File: src/rtl/prog_sequencer.sv
// ============================================================================
// prog_sequencer
// ----------------------------------------------------------------------------
// Batch run controller sitting directly upstream of a processor top level.
// A single Go request resets the processor once, then launches NUM_PROGS
// programs back to back. For each program it counts the clock cycles until
// the processor raises its Ack, and reports that count with a one-cycle
// strobe. A program that never acknowledges is aborted after TIMEOUT RUN
// cycles and the processor is re-reset before the next program is launched.
//
// Parameters
//   NUM_PROGS  programs per batch (1..16)
//   CNT_W      cycle-counter width
//   TIMEOUT    maximum RUN cycles before abort (2 .. 2**CNT_W-1)
//   IDX_W      derived program-index width, max(1, $clog2(NUM_PROGS))
//
// Ports
//   Clk         in   system clock, posedge only
//   Reset       in   asynchronous, active-low reset
//   Go          in   batch request, sampled at posedge
//   DutAck      in   processor done flag
//   DutReset    out  processor reset, active high (high while Reset is low)
//   DutStart    out  one-cycle processor start pulse
//   ProgIdx     out  index of the current or last-run program
//   CycleCt     out  measured cycle count, held until the next report
//   CycleValid  out  one-cycle strobe qualifying CycleCt/ProgIdx/TimedOut
//   TimedOut    out  the reported program hit TIMEOUT
//   Busy        out  a batch is in progress
//   Done        out  sticky batch-complete flag
//   DbgState    out  current FSM state encoding (observation only)
//
// Every output comes straight from a flop; no input reaches an output
// combinationally.
// ============================================================================
module prog_sequencer #(
    parameter  int NUM_PROGS = 3,
    parameter  int CNT_W     = 16,
    parameter  int TIMEOUT   = (2 ** CNT_W) - 1,
    localparam int IDX_W     = (NUM_PROGS > 1) ? $clog2(NUM_PROGS) : 1
) (
    input  logic             Clk,
    input  logic             Reset,
    input  logic             Go,
    input  logic             DutAck,
    output logic             DutReset,
    output logic             DutStart,
    output logic [IDX_W-1:0] ProgIdx,
    output logic [CNT_W-1:0] CycleCt,
    output logic             CycleValid,
    output logic             TimedOut,
    output logic             Busy,
    output logic             Done,
    output logic [2:0]       DbgState
);

    // Strobe semantics: CycleValid is a plain one-cycle strobe with no
    // back-pressure. ProgIdx, CycleCt and TimedOut are stable in the cycle
    // CycleValid is high; a consumer that misses the strobe has lost the
    // report (CycleCt and TimedOut do stay held until the next report).

    localparam logic [CNT_W-1:0] TIMEOUT_C  = CNT_W'(TIMEOUT);
    localparam logic [IDX_W-1:0] LAST_IDX_C = IDX_W'(NUM_PROGS - 1);

    typedef enum logic [2:0] {
        S_IDLE   = 3'd0,
        S_RST    = 3'd1,
        S_START  = 3'd2,
        S_RUN    = 3'd3,
        S_REPORT = 3'd4
    } state_e;

    // ------------------------------------------------------------------
    // State and datapath registers
    // ------------------------------------------------------------------
    state_e             state_q,     state_d;
    logic               rst_sub_q,   rst_sub_d;   // RST phase sub-count
    logic [CNT_W-1:0]   cnt_q,       cnt_d;       // RUN cycle counter
    logic [IDX_W-1:0]   idx_q,       idx_d;
    logic [CNT_W-1:0]   ct_q,        ct_d;
    logic               to_q,        to_d;
    logic               busy_q,      busy_d;
    logic               done_q,      done_d;

    // Registered versions of the state-decoded outputs. They are loaded
    // from the next state so they line up with the state they describe
    // while still coming directly from flops.
    logic               dut_rst_q,   dut_rst_d;
    logic               dut_start_q, dut_start_d;
    logic               valid_q,     valid_d;

    // ------------------------------------------------------------------
    // Next-state logic
    // ------------------------------------------------------------------
    always_comb begin
        state_d   = state_q;
        rst_sub_d = rst_sub_q;
        cnt_d     = cnt_q;
        idx_d     = idx_q;
        ct_d      = ct_q;
        to_d      = to_q;
        busy_d    = busy_q;
        done_d    = done_q;

        case (state_q)
            S_IDLE: begin
                // Go is only sampled here, so requests during a batch or in
                // the REPORT cycle where Done rises are naturally ignored.
                if (Go) begin
                    state_d   = S_RST;
                    rst_sub_d = 1'b0;
                    done_d    = 1'b0;
                    idx_d     = '0;
                    busy_d    = 1'b1;
                end
            end

            S_RST: begin
                // Two cycles of processor reset, tracked by a 1-bit sub-count.
                if (rst_sub_q) begin
                    state_d   = S_START;
                    rst_sub_d = 1'b0;
                end else begin
                    rst_sub_d = 1'b1;
                end
            end

            S_START: begin
                cnt_d   = '0;
                state_d = S_RUN;
            end

            S_RUN: begin
                // The counter is zero only in the first RUN cycle, so it
                // doubles as the first-cycle marker. An Ack seen then may be
                // left over from the previous program and is ignored.
                if (cnt_q == '0) begin
                    cnt_d = {{(CNT_W-1){1'b0}}, 1'b1};
                end else if (DutAck) begin
                    state_d = S_REPORT;
                    ct_d    = cnt_q;
                    to_d    = 1'b0;
                end else if (cnt_q == TIMEOUT_C) begin
                    state_d = S_REPORT;
                    ct_d    = cnt_q;
                    to_d    = 1'b1;
                end else begin
                    // TIMEOUT never exceeds the counter range, so this
                    // increment cannot wrap.
                    cnt_d = cnt_q + 1'b1;
                end
            end

            S_REPORT: begin
                if (idx_q == LAST_IDX_C) begin
                    state_d = S_IDLE;
                    busy_d  = 1'b0;
                    done_d  = 1'b1;
                end else begin
                    idx_d = idx_q + 1'b1;
                    // A hung processor is re-reset before the next program;
                    // a healthy one simply gets the next start pulse.
                    if (to_q) begin
                        state_d   = S_RST;
                        rst_sub_d = 1'b0;
                    end else begin
                        state_d = S_START;
                    end
                end
            end

            default: begin
                state_d = S_IDLE;
            end
        endcase
    end

    always_comb begin
        dut_rst_d   = (state_d == S_RST);
        dut_start_d = (state_d == S_START);
        valid_d     = (state_d == S_REPORT);
    end

    // ------------------------------------------------------------------
    // Registers
    // ------------------------------------------------------------------
    always_ff @(posedge Clk or negedge Reset) begin
        if (!Reset) begin
            state_q     <= S_IDLE;
            rst_sub_q   <= 1'b0;
            cnt_q       <= '0;
            idx_q       <= '0;
            ct_q        <= '0;
            to_q        <= 1'b0;
            busy_q      <= 1'b0;
            done_q      <= 1'b0;
            // The processor is held in reset while this block is in reset.
            dut_rst_q   <= 1'b1;
            dut_start_q <= 1'b0;
            valid_q     <= 1'b0;
        end else begin
            state_q     <= state_d;
            rst_sub_q   <= rst_sub_d;
            cnt_q       <= cnt_d;
            idx_q       <= idx_d;
            ct_q        <= ct_d;
            to_q        <= to_d;
            busy_q      <= busy_d;
            done_q      <= done_d;
            dut_rst_q   <= dut_rst_d;
            dut_start_q <= dut_start_d;
            valid_q     <= valid_d;
        end
    end

    // ------------------------------------------------------------------
    // Outputs
    // ------------------------------------------------------------------
    assign DutReset   = dut_rst_q;
    assign DutStart   = dut_start_q;
    assign ProgIdx    = idx_q;
    assign CycleCt    = ct_q;
    assign CycleValid = valid_q;
    assign TimedOut   = to_q;
    assign Busy       = busy_q;
    assign Done       = done_q;
    assign DbgState   = state_q;

endmodule

File: config.mk
export PLATFORM = sky130hd
export DESIGN_NAME = prog_sequencer
export DESIGN_NICKNAME = d
export VERILOG_FILES = /design/src/rtl/prog_sequencer.sv
export SDC_FILE = /design/constraint.sdc
export NUM_CORES = 1
export LEC_CHECK = 0
export ABC_AREA = 1
export CORE_MARGIN = 3
export CORE_UTILIZATION = 59
export CTS_BUF_LIST = sky130_fd_sc_hd__clkbuf_16
export DETAILED_ROUTE_END_ITERATION = 8
export PLACE_DENSITY = 0.85
export SETUP_SLACK_MARGIN = 0.2
export SLEW_MARGIN = 20
export SYNTH_ARGS = -nofsm -noshare
export SYNTH_HDL_FRONTEND = slang
export SYNTH_SLANG_ARGS = --single-unit
File: constraint.sdc
create_clock -name Clk -period 3.9 [get_ports Clk]
set_input_delay 0.78 -clock Clk [delete_from_list [all_inputs] [get_ports Clk]]
set_output_delay 0.78 -clock Clk [all_outputs]
set_load 0.01 [all_outputs]
==> results by group, run 1 <==
CTS
  – Clock-pin slew on the worst setup and hold paths: around 0.06 ns
  – Clk Tree Root Cell: clkbuf_16
  – Clock Path Buffers: 2
  – CTS tree: done
  – Clock sinks: 44
  – Skew-Pair Late Insertion Delay: 0.28 ns
  – CTS HTree Levels: 2
  – Cts hold-fix bufs: 0
  – Postcts setup bufs: 0
  – Post-CTS sizing: 0
  – CTS buffer count: 5

Power and ir drop
  – VDD IR max: 0.286 mV
  – Power Dens Cells: ~500 mW/mm²
  – Total power draw: 1.41 mW
  – Static Leak: 1.22 nW

Critical path
  – FF-to-FF path depth: 9
  – Worst Setup EP: CycleCt[4]$_DFFE_PN0P_
  – Critical Path Source: cnt_q[0]$_DFFE_PN0P_
  – Endpoint class of the critical path: register
  – Worst-path fanout max: 34
  – Req. time, crit path: 4.12 ns
  – CP arrival: 2.38 ns
  – CP Class: register to register
  – Crit path launch type: register
  – Worst reg2reg path startpoint: cnt_q[0]$_DFFE_PN0P_
  – Worst r2r dst: CycleCt[4]$_DFFE_PN0P_
  – R2R setup slack: 1.74 ns

Timing
  – Unrepaired setup endpoints after global routing: false
  – Setup TNS: 0 ns
  – Setup WS post-layout: 1.74 ns
  – Final hold violations: 0
  – Min Clock Period, post-route: between 2 and 2.5 ns
  – Final setup skew: a little under 0.006 ns
  – Slew Viols, Final: 0
  – Tcrit/Tclk final: 0.553
  – Worst slew margin: 0.354
  – Max Clk Rate: between 0.4 and 0.5 GHz
  – # setup viols final: 0
  – Worst slew pin tran: ~0.97 ns

Logic synthesis
  – Synth top area share: 0.459
  – Yosys top cell by area: dfrtp_1
  – Syn Nets: approximately 300
  – Ys Warns: 0
  – Post-synth EDFFs: 0
  – Post-synth top cells: nand2_1, dfrtp_1, nand3_1, nor2_1, inv_1
  – XOR/XNOR Fraction of Synth Area: 0
  – Mux share of post-synthesis cell area: 0
  – Post-synthesis simple-gate area fraction: 0.316
  – Asr flop ratio synth: 1.00
  – Yosys reg bits: 44
  – Synth top area cells: dfrtp_1, nand2_1, nand3_1
  – Combinational family with the most area after synthesis: simple AND/OR/NAND/NOR gates
  – Post-synthesis sequential area ratio: 0.470
  – Adder-cell share of the synthesized area: 0.0160
  – Count leader, synth: nand2_1
  – Cells after Synth: 288
  – Netlist cell types: 28
  – Prevailing post-synth register cell: dfrtp_1
  – Synthesized cell area: between 0.002 and 0.0025 mm²
  – Avg Inst Size Synth: 8.14 µm²
  – Compound-Gate Fraction of Synth Area: 0.123

Drt
  – Routed Wire Length: 4890 µm
  – Via/cell ratio: 5.34
  – DRC: 0
  – Drt pass-1 iters: 6
  – Vias: 1956
  – Drt wl/cell: 13.4 µm
  – Final ANT Viol Nets: 0
  – Initial DRC count: 249

Min path
  – Hold Path Cell Cnt: 2
  – Min-delay worst type: register to register

Place
  – RePlAce Congestion: 0.890
  – Dpl hpwl: between 3000 and 4000 µm
  – IO buf count: 30
  – Placed cell area: 0.00262 mm²
  – Worst slack, placed: approximately 1.7 ns

Floorplanning
  – Die area: 0.00476 mm²
  – Die height: 69.0 µm
  – Core area: 0.00374 mm²
  – Chip width: 69.0 µm
  – Initial Utilization: 0.626
  – I/O pin total: 31
  – Row count: 22

Flow run
  – Max Cap Viol: 0

Cells and area
  – Finished Cell Area: between 0.002 and 0.003 mm²
  – Share of cells above drive strength 1: 0.113
  – Antenna diodes: 0
  – Post-layout nets: 324
  – Area Growth Syn to Fin: 17.8%

Global routing
  – Vias in the first global route: 1761
  – Total gr overflow: 0
  – Antenna violations before repair: 0
  – Gr usage total: 0.223
  – First-pass GRT wire length: 8560 µm
  – Largest net degree at the start of global routing: 45

Outcome
  – Status: finished clean
cell type report:
| type | count | area (µm²) |
|---|---|---|
| clock buffers | 5 | 125 |
| clock inverters | 3 | 13.8 |
| fillers | 290 | 982 |
| inverters | 26 | 97.6 |
| multi-input cells | 210 | 1070 |
| flip-flops and latches | 44 | 1100 |
| well taps | 48 | 60.1 |
| repair buffers | 30 | 295 |
worst max-delay path: stages (launching register included):
cell,delay (ns)
dfrtp_1,0.46
ha_1,0.28
nand2_1,0.13
nor2_4,0.21
nand2_4,0.10
o21bai_4,0.18
nand3_4,0.35
inv_1,0.23
nand2_1,0.08
nand2_1,0.06
state kept, by name, indices dropped and copies added, names as in the netlist:
| register | flops |
|---|---|
| cnt_q | 16 |
| Done | 1 |
| CycleCt | 16 |
| DbgState | 3 |
| TimedOut | 1 |
| rst_sub_q | 1 |
| CycleValid | 1 |
| DutStart | 1 |
| Busy | 1 |
| DutReset | 1 |
| ProgIdx | 2 |
cells by family (layout without fill, tap and decap cells):
family / after synthesis / in the layout
buffers and inverters: 34 / 64
adders and majority gates: 3 / 3
DFF: 44 / 44
AOI/OAI and AO/OA: 43 / 43
and+or+nand+nor: 164 / 164
metrics by stage:
| stage | util | hold WS, ns | cells |
|---|---|---|---|
| final | 0.738 | 0.481 | 366 |
| after global routing | 0.738 | 0.500 | 366 |
| after CTS | 0.738 | 0.482 | 366 |
| after detailed placement | 0.701 | 0.467 | 358 |
| after global placement | 0.701 | 0.460 | 358 |
| after floorplan | - | 0.479 | 288 |
per-layer routing:
layer,up-vias,share of wire,GRT usage
met5,-,0,0
met4,0,0.015,0.0846
met3,5,0.052,0.0437
met2,58,0.44,0.321
met1,887,0.49,0.332
li1,1006,-,-
worst min path at each step:
stage	start	end	slack, ns
final	CycleCt[0]$_DFFE_PN0P_	CycleCt[0]$_DFFE_PN0P_	0.48
after global routing	CycleCt[3]$_DFFE_PN0P_	CycleCt[3]$_DFFE_PN0P_	0.50
after CTS	CycleCt[0]$_DFFE_PN0P_	CycleCt[0]$_DFFE_PN0P_	0.48
after detailed placement	CycleCt[14]$_DFFE_PN0P_	CycleCt[14]$_DFFE_PN0P_	0.47
after global placement	Busy$_DFFE_PN0P_	Busy$_DFFE_PN0P_	0.46
after floorplan	Reset	Busy$_DFFE_PN0P_	0.48
cells in the final DEF, fill, tap and decap left out, types with 3 or more instances in the layout:
master | synthesis | layout
nand2_1 | 87 | 87
nand3_1 | 31 | 31
nand4_1 | 7 | 7
clkbuf_16 | 0 | 5
clkdlybuf4s50_1 | 0 | 29
o21ai_0 | 7 | 7
dfrtp_1 | 43 | 43
nor2_1 | 26 | 26
ha_1 | 3 | 3
o21ai_2 | 14 | 14
or2_2 | 4 | 4
inv_1 | 25 | 25
o21ai_1 | 17 | 17
where the power goes:
part	total [mW]	internal [mW]	leakage (nW)	switching [mW]
combinational	0.452	0.160	0.558	0.292
sequential	0.565	0.516	0.595	0.0493
clock	0.393	0.232	0.0710	0.161
Note: power is estimated with default switching activity, not from simulation.
==> inputs of run 2 (changes only) <==
--- a/config.mk
+++ b/config.mk
@@ -7,10 +7,10 @@
 export LEC_CHECK = 0
 export ABC_AREA = 1
 export CORE_MARGIN = 3
-export CORE_UTILIZATION = 59
+export CORE_UTILIZATION = 49
 export CTS_BUF_LIST = sky130_fd_sc_hd__clkbuf_16
 export DETAILED_ROUTE_END_ITERATION = 8
-export PLACE_DENSITY = 0.85
+export PLACE_DENSITY = 0.75
 export SETUP_SLACK_MARGIN = 0.2
 export SLEW_MARGIN = 20
 export SYNTH_ARGS = -nofsm -noshare
==> constraint.sdc (replaced) <==
create_clock -name Clk -period 1.79 [get_ports Clk]
set_input_delay 0.358 -clock Clk [delete_from_list [all_inputs] [get_ports Clk]]
set_output_delay 0.358 -clock Clk [all_outputs]
set_load 0.01 [all_outputs]
==> run 2 against run 1 <==
Against the previous run:
- non-clock buffer count grew 32
- routed wire length rose by 32%
- critical path depth shrank 1
- cell count up 9.8%
- first-iteration DRC count down 20%
- die area rose by 19%
- setup slack worse by 1.6 ns
- critical path type unchanged
- largest power group is now combinational cells
==> results by group, run 2 (synthesized netlist as in run 1, its figures left out) <==
Timing
  – Min Clock Period, post-route: 1.69 ns (-0.471 ns)
  – Worst slew margin: 0.718 (+0.363)
  – # setup viols final: 0 (unchanged)
  – Unrepaired setup endpoints after global routing: true
  – Slew Viols, Final: 0 (unchanged)
  – Final hold violations: 0 (unchanged)
  – Worst slew pin tran: 0.423 ns (-0.545 ns)
  – Setup TNS: 0 ns (unchanged)
  – Max Clk Rate: 0.593 GHz (+28%)
  – Tcrit/Tclk final: 0.942 (+0.389)
  – Final setup skew: 0.00172 ns (-0.00407 ns)

Global routing
  – First-pass GRT wire length: 9280 µm (+8.5%)
  – Vias in the first global route: 1956 (+11%)
  – Antenna violations before repair: 0 (unchanged)
  – Largest net degree at the start of global routing: 32 (-29%)
  – Gr usage total: 0.221 (-0.00245)
  – Total gr overflow: 0 (unchanged)

CTS
  – Clock Path Buffers: 2 (unchanged)
  – Skew-Pair Late Insertion Delay: 0.28 ns (about the same)
  – CTS HTree Levels: 2 (unchanged)
  – CTS buffer count: 5 (unchanged)
  – Cts hold-fix bufs: 0 (unchanged)
  – Clk Tree Root Cell: clkbuf_16
  – Clock-pin slew on the worst setup and hold paths: 0.06 ns (about the same)
  – Clock sinks: 44 (unchanged)
  – CTS tree: done

Cells and area
  – Fill count: 310 (+6.9%)
  – Most frequent cells in the layout: nand2_1, dfrtp_1, nand3_1
  – Antenna diodes: 0 (unchanged)
  – Post-layout nets: 356 (+9.9%)
  – Share of cells above drive strength 1: 0.297 (+0.184)
  – Commonest non-fill, non-tap cell in the layout: nand2_1
  – Area Growth Syn to Fin: 40.6%
  – Final core utilization: 0.736 (-0.00134)

Drt
  – Via/cell ratio: 5.47 (+2.3%)
  – DRC: 0 (unchanged)
  – Vias: 2198 (+12%)
  – Final ANT Viol Nets: 0 (unchanged)
  – Routed Wire Length: 6430 µm (+32%)
  – Drt wl/cell: 16.0 µm (+20%)
  – Drt pass-1 iters: 6 (unchanged)
  – Initial DRC count: 199 (-20%)

Critical path
  – Crit path launch type: register
  – CP arrival: 1.86 ns (-0.52 ns)
  – Critical path buffers and inverters: 1 (unchanged)
  – Endpoint class of the critical path: register
  – Req. time, crit path: 1.97 ns (-2.15 ns)
  – CP Class: register to register
  – Crit-path leading delay family: simple AND/OR/NAND/NOR gates
  – Cell depth of the worst setup path: 8 (-1)
  – Crit path largest cell delay: 0.46 ns (about the same)
  – Worst-path fanout max: 7 (-79%)
  – CP Cell Sequence: nand2_1 -> nor2_1 -> nand2_1 -> o21bai_4 -> nand3_4 -> clkbuf_16 -> nand2_1 -> o21ai_2
  – FF-to-FF path depth: 8 (-1)
  – R2R setup slack: 0.10 ns (-1.64 ns)
  – Most Frequent Cell on Critical Path: nand2_1
  – Worst r2r dst: CycleCt[0]$_DFFE_PN0P_
  – Worst reg2reg path startpoint: cnt_q[13]$_DFFE_PN0P_
  – Cell at the slowest stage of the critical path: dfrtp_1

Floorplanning
  – I/O pin total: 31 (unchanged)
  – Initial Utilization: 0.524 (-0.102)
  – Chip width: 75.2 µm (+8.9%)
  – Die height: 75.2 µm (+8.9%)
  – Die area: 0.00565 mm² (+19%)
  – Core area: 0.00447 mm² (+20%)
  – Row count: 24 (+9.1%)

Power and ir drop
  – Power Dens Cells: 1170 mW/mm² (+130%)
  – Total power draw: 3.87 mW (+170%)
  – Static Leak: 1.55 nW (+27%)
  – VDD IR max: 0.466 mV (+63%)

Place
  – RePlAce Congestion: 0.892 (+0.25%)
  – Dpl hpwl: 3920 µm (+10%)
  – IO buf count: 30 (unchanged)

Outcome
  – Status: finished clean

Flow run
  – Max Cap Viol: 0 (unchanged)

Min path
  – Min-delay worst type: input pin to asynchronous set/reset pin
-- run 2: metrics by stage --
step / cell area [µm²] / hold WS, ns / worst slack (ns) / instances
after floorplan: 2360 / 0.0624 / 0.192 / 288
after global placement: 2760 / 0.314 / 0.101 / 372
after detailed placement: 2760 / 0.317 / 0.0463 / 372
after CTS: 3020 / 0.0202 / 0.150 / 388
after global routing: 3290 / 0.0289 / 0.0532 / 402
final: 3290 / 0.00423 / 0.104 / 402
-- run 2: area by class of cell --
type | instances | area [µm²] | share of cell area
inverters | 26 | 100 | 0.0304
flip-flops and latches | 44 | 1110 | 0.337
repair buffers | 62 | 656 | 0.199
multi-input cells | 210 | 1200 | 0.364
clock buffers | 5 | 125 | 0.0380
well taps | 52 | 65.1 | 0.0197
clock inverters | 3 | 38.8 | 0.0118
-- run 2: report_power, final --
group          internal (mW)  leakage (nW)  switching, mW  total (mW)
clock                  0.650        0.0850          0.363        1.01
combinational          0.748         0.886          0.880        1.63
sequential              1.13         0.583          0.102        1.23
-- run 2: layer usage --
metal  global-route usage  wire, µm  vias to the layer above  part of all wire
li1                     -         -                     1063                 -
met1                0.311      2890                     1028              0.45
met2                0.341      3020                       93              0.47
met3               0.0494       394                       14             0.061
met4               0.0680       130                        0             0.020
met5                    0         0                        -                 0
-- run 2: timing repair --
action / in CTS / in global routing
endpoints found under the setup margin: 38 / 41
pin swaps: 2 / 6
gates cloned: 1 / 3
resized for setup: 14 / 38
setup buffers: 7 / 11
-- run 2: worst reg2reg max path, cell delays in order (launching register included) --
cell and delay [ns]:
dfrtp_1 0.46, nand2_1 0.11, nor2_1 0.14, nand2_1 0.13, o21bai_4 0.20, nand3_4 0.19, clkbuf_16 0.21, nand2_1 0.09
o21ai_2 0.05
-- run 2: worst max path at each step --
stage	from	end	slack (ns)
after global routing	cnt_q[8]$_DFFE_PN0P_	cnt_q[11]$_DFFE_PN0P_	0.05
after floorplan	cnt_q[0]$_DFFE_PN0P_	cnt_q[6]$_DFFE_PN0P_	0.19
final	cnt_q[13]$_DFFE_PN0P_	CycleCt[0]$_DFFE_PN0P_	0.10
after global placement	cnt_q[1]$_DFFE_PN0P_	cnt_q[6]$_DFFE_PN0P_	0.10
after detailed placement	cnt_q[1]$_DFFE_PN0P_	cnt_q[6]$_DFFE_PN0P_	0.05
after CTS	cnt_q[1]$_DFFE_PN0P_	CycleCt[8]$_DFFE_PN0P_	0.15
==> inputs of run 3 (changes only) <==
--- a/config.mk
+++ b/config.mk
@@ -6,7 +6,7 @@
 export NUM_CORES = 1
 export LEC_CHECK = 0
 export ABC_AREA = 1
-export CORE_MARGIN = 3
+export CORE_MARGIN = 10
 export CORE_UTILIZATION = 49
 export CTS_BUF_LIST = sky130_fd_sc_hd__clkbuf_16
 export DETAILED_ROUTE_END_ITERATION = 8
==> constraint.sdc (replaced) <==
create_clock -name Clk -period 1.5 [get_ports Clk]
set_input_delay 0.3 -clock Clk [delete_from_list [all_inputs] [get_ports Clk]]
set_output_delay 0.3 -clock Clk [all_outputs]
set_load 0.01 [all_outputs]
==> run 3 against run 2 <==
Against the previous run:
- cell count rose by 7.0%
- non-clock buffer count grew 26
- first-iteration DRC count increased by 14%
- the flow now finishes with violations (negative setup slack)
- highest routed layer unchanged
- combinational power is 43% higher
- fmax rose by 4.2%
- critical path depth stayed put
- die area grew 41%
- global-route usage decreased by 6.2 points
- cell area up 6.9%
- sequential share of layout area is 2.3 points lower
- hold slack improved by 0.45 ns
==> results by group, run 3 (synthesized netlist as in run 1, its figures left out) <==
Floorplanning
  – Die height: 89.2 µm (+19%)
  – Die area: 0.00795 mm² (+41%)
  – Row count: 25 (+4.2%)
  – Chip width: 89.2 µm (+19%)
  – I/O pin total: 31 (unchanged)
  – Core area: 0.00469 mm² (+4.9%)
  – Initial Utilization: 0.499 (-0.0243)

CTS
  – Skew-Pair Late Insertion Delay: 0.29 ns (about the same)
  – CTS tree: done
  – CTS buffer count: 5 (unchanged)
  – Clock Path Buffers: 2 (unchanged)
  – Clk Tree Root Cell: clkbuf_16
  – Clock sinks: 44 (unchanged)
  – CTS HTree Levels: 2 (unchanged)
  – Clock-pin slew on the worst setup and hold paths: 0.06 ns (about the same)

Timing
  – Max Clk Rate: 0.618 GHz (+4.2%)
  – Setup WS post-layout: -0.118 ns (-0.222 ns)
  – Unrepaired setup endpoints after global routing: true
  – Final setup skew: 0.00617 ns (+0.00445 ns)
  – Final hold violations: 0 (unchanged)
  – # setup viols final: 36 (+36)
  – Worst slew pin tran: 0.377 ns (-0.0459 ns)
  – Min Clock Period, post-route: 1.62 ns (-0.0682 ns)
  – Worst slew margin: 0.748 (+0.0297)
  – Slew Viols, Final: 0 (unchanged)
  – Tcrit/Tclk final: 1.08 (+0.137)

Power and ir drop
  – VDD IR max: 0.734 mV (+57%)
  – Static Leak: 1.71 nW (+9.9%)
  – Power Dens Cells: 1380 mW/mm² (+18%)

Cells and area
  – Commonest non-fill, non-tap cell in the layout: nand2_1
  – Finished Cell Area: 0.00352 mm² (+6.9%)
  – Antenna diodes: 0 (unchanged)
  – Area Growth Syn to Fin: 50.2%
  – Share of cells above drive strength 1: 0.415 (+0.118)
  – Most frequent cells in the layout: nand2_1, buf_4, dfrtp_1
  – Post-layout nets: 382 (+7.3%)

Place
  – IO buf count: 30 (unchanged)
  – Placed cell area: 0.00301 mm² (+9.3%)
  – Worst slack, placed: -0.0605 ns (-0.107 ns)
  – Dpl hpwl: 4310 µm (+10%)
  – RePlAce Congestion: 0.870 (-2.5%)

Critical path
  – Worst-path fanout max: 15 (+8)
  – CP Class: register to register
  – Crit path launch type: register
  – Req. time, crit path: 1.67 ns (-0.30 ns)
  – Most Frequent Cell on Critical Path: nand2_2
  – Endpoint class of the critical path: register
  – Crit path largest cell delay: 0.39 ns (-0.07 ns)
  – CP arrival: 1.79 ns (-0.07 ns)
  – CP Cell Sequence: nand2_1 -> nor2_2 -> nand2_2 -> o21bai_4 -> nand3_4 -> buf_12 -> nand2_2 -> o21ai_2
  – Cell at the slowest stage of the critical path: dfrtp_1

Global routing
  – Gr usage total: 0.158 (-0.0622)
  – Largest net degree at the start of global routing: 32 (unchanged)
  – Vias in the first global route: 2131 (+8.9%)
  – First-pass GRT wire length: 9920 µm (+6.8%)
  – Total gr overflow: 0 (unchanged)
  – Antenna violations before repair: 0 (unchanged)

Min path
  – Min-delay worst type: input pin to asynchronous set/reset pin

Drt
  – Vias: 2396 (+9.0%)
  – Routed Wire Length: 7070 µm (+9.8%)
  – Final ANT Viol Nets: 0 (unchanged)
  – Initial DRC count: 227 (+14%)
  – Drt pass-1 iters: 4 (-2)
  – Drt wl/cell: 16.4 µm (+2.7%)
  – DRC: 0 (unchanged)
  – Via/cell ratio: 5.57 (+1.9%)

Outcome
  – Failing checks: negative setup slack
  – Status: finished with violations

Flow run
  – Max Cap Viol: 0 (unchanged)
## run 3: layout make-up
| type | instances | area, µm² |
|---|---|---|
| Clock inverter | 3 | 13.8 |
| Timing Repair Buffer | 88 | 812 |
| Sequential cell | 44 | 1110 |
| Clock buffer | 5 | 125 |
| Inverter | 26 | 100 |
| Fill cell | 299 | 1170 |
| Multi-Input combinational cell | 210 | 1300 |
| Tap cell | 54 | 67.6 |
## run 3: metal layers
metal  global-route usage  part of all wire  wire (µm)
met2                0.257              0.48       3390
met1                0.206              0.40       2840
met3               0.0328             0.083        587
met5                    0                 0          0
met4               0.0520             0.035        247
## run 3: path summary, 6_finish.rpt
| check | end | startpoint | cells past startpoint | slack, ns |
|---|---|---|---|---|
| min | cnt_q[9]$_DFFE_PN0P_ | Reset | 2 | 0.46 |
| max reg2reg | CycleCt[13]$_DFFE_PN0P_ | cnt_q[11]$_DFFE_PN0P_ | 8 | -0.12 |
| max | CycleCt[13]$_DFFE_PN0P_ | cnt_q[11]$_DFFE_PN0P_ | 8 | -0.12 |
| max in group asynchronous | DutReset$_DFF_PN1_ | Reset | 3 | 0.49 |
| min reg2reg | CycleCt[1]$_DFFE_PN0P_ | CycleCt[1]$_DFFE_PN0P_ | 2 | 0.48 |
| min in group Clk | CycleCt[1]$_DFFE_PN0P_ | CycleCt[1]$_DFFE_PN0P_ | 2 | 0.48 |
## run 3: per-stage QoR
step	util	power (mW)	hold slack, ns	std cells	setup TNS [ns]
after floorplan	-	2.44	0.00441	288	-0.149
after global placement	0.642	2.98	0.222	405	-0.0864
after detailed placement	0.642	3.01	0.225	405	-0.948
after CTS	0.679	4.05	0.459	418	-1.05
after global routing	0.750	5.10	0.478	430	-5.83
final	0.750	4.86	0.457	430	-3.21
## run 3: where the power goes
group	leakage, nW	switching, mW	total (mW)	internal [mW]
Combinational	1.05	1.25	2.33	1.08
Clock	0.0710	0.449	1.05	0.605
Sequential	0.590	0.136	1.48	1.34
Total	1.71	1.83	4.86	3.03
## run 3: timing repair
item / in CTS / in global routing
endpoints found under the setup margin: 66 / 48
pin swaps: 1 / 10
setup buffers: 4 / 9
hold endpoints to repair: 13 / 0
resized for setup: 49 / 60
hold buffers: 1 / 0
cloned: 0 / 3
## run 3: critical path, delay by kind of cell (launching register included)
kind                   cells  cell delay, ns
and+or+nand+nor            5            0.67
DFF                        1            0.39
AOI/OAI and AO/OA          2            0.24
buffers and inverters      1            0.20
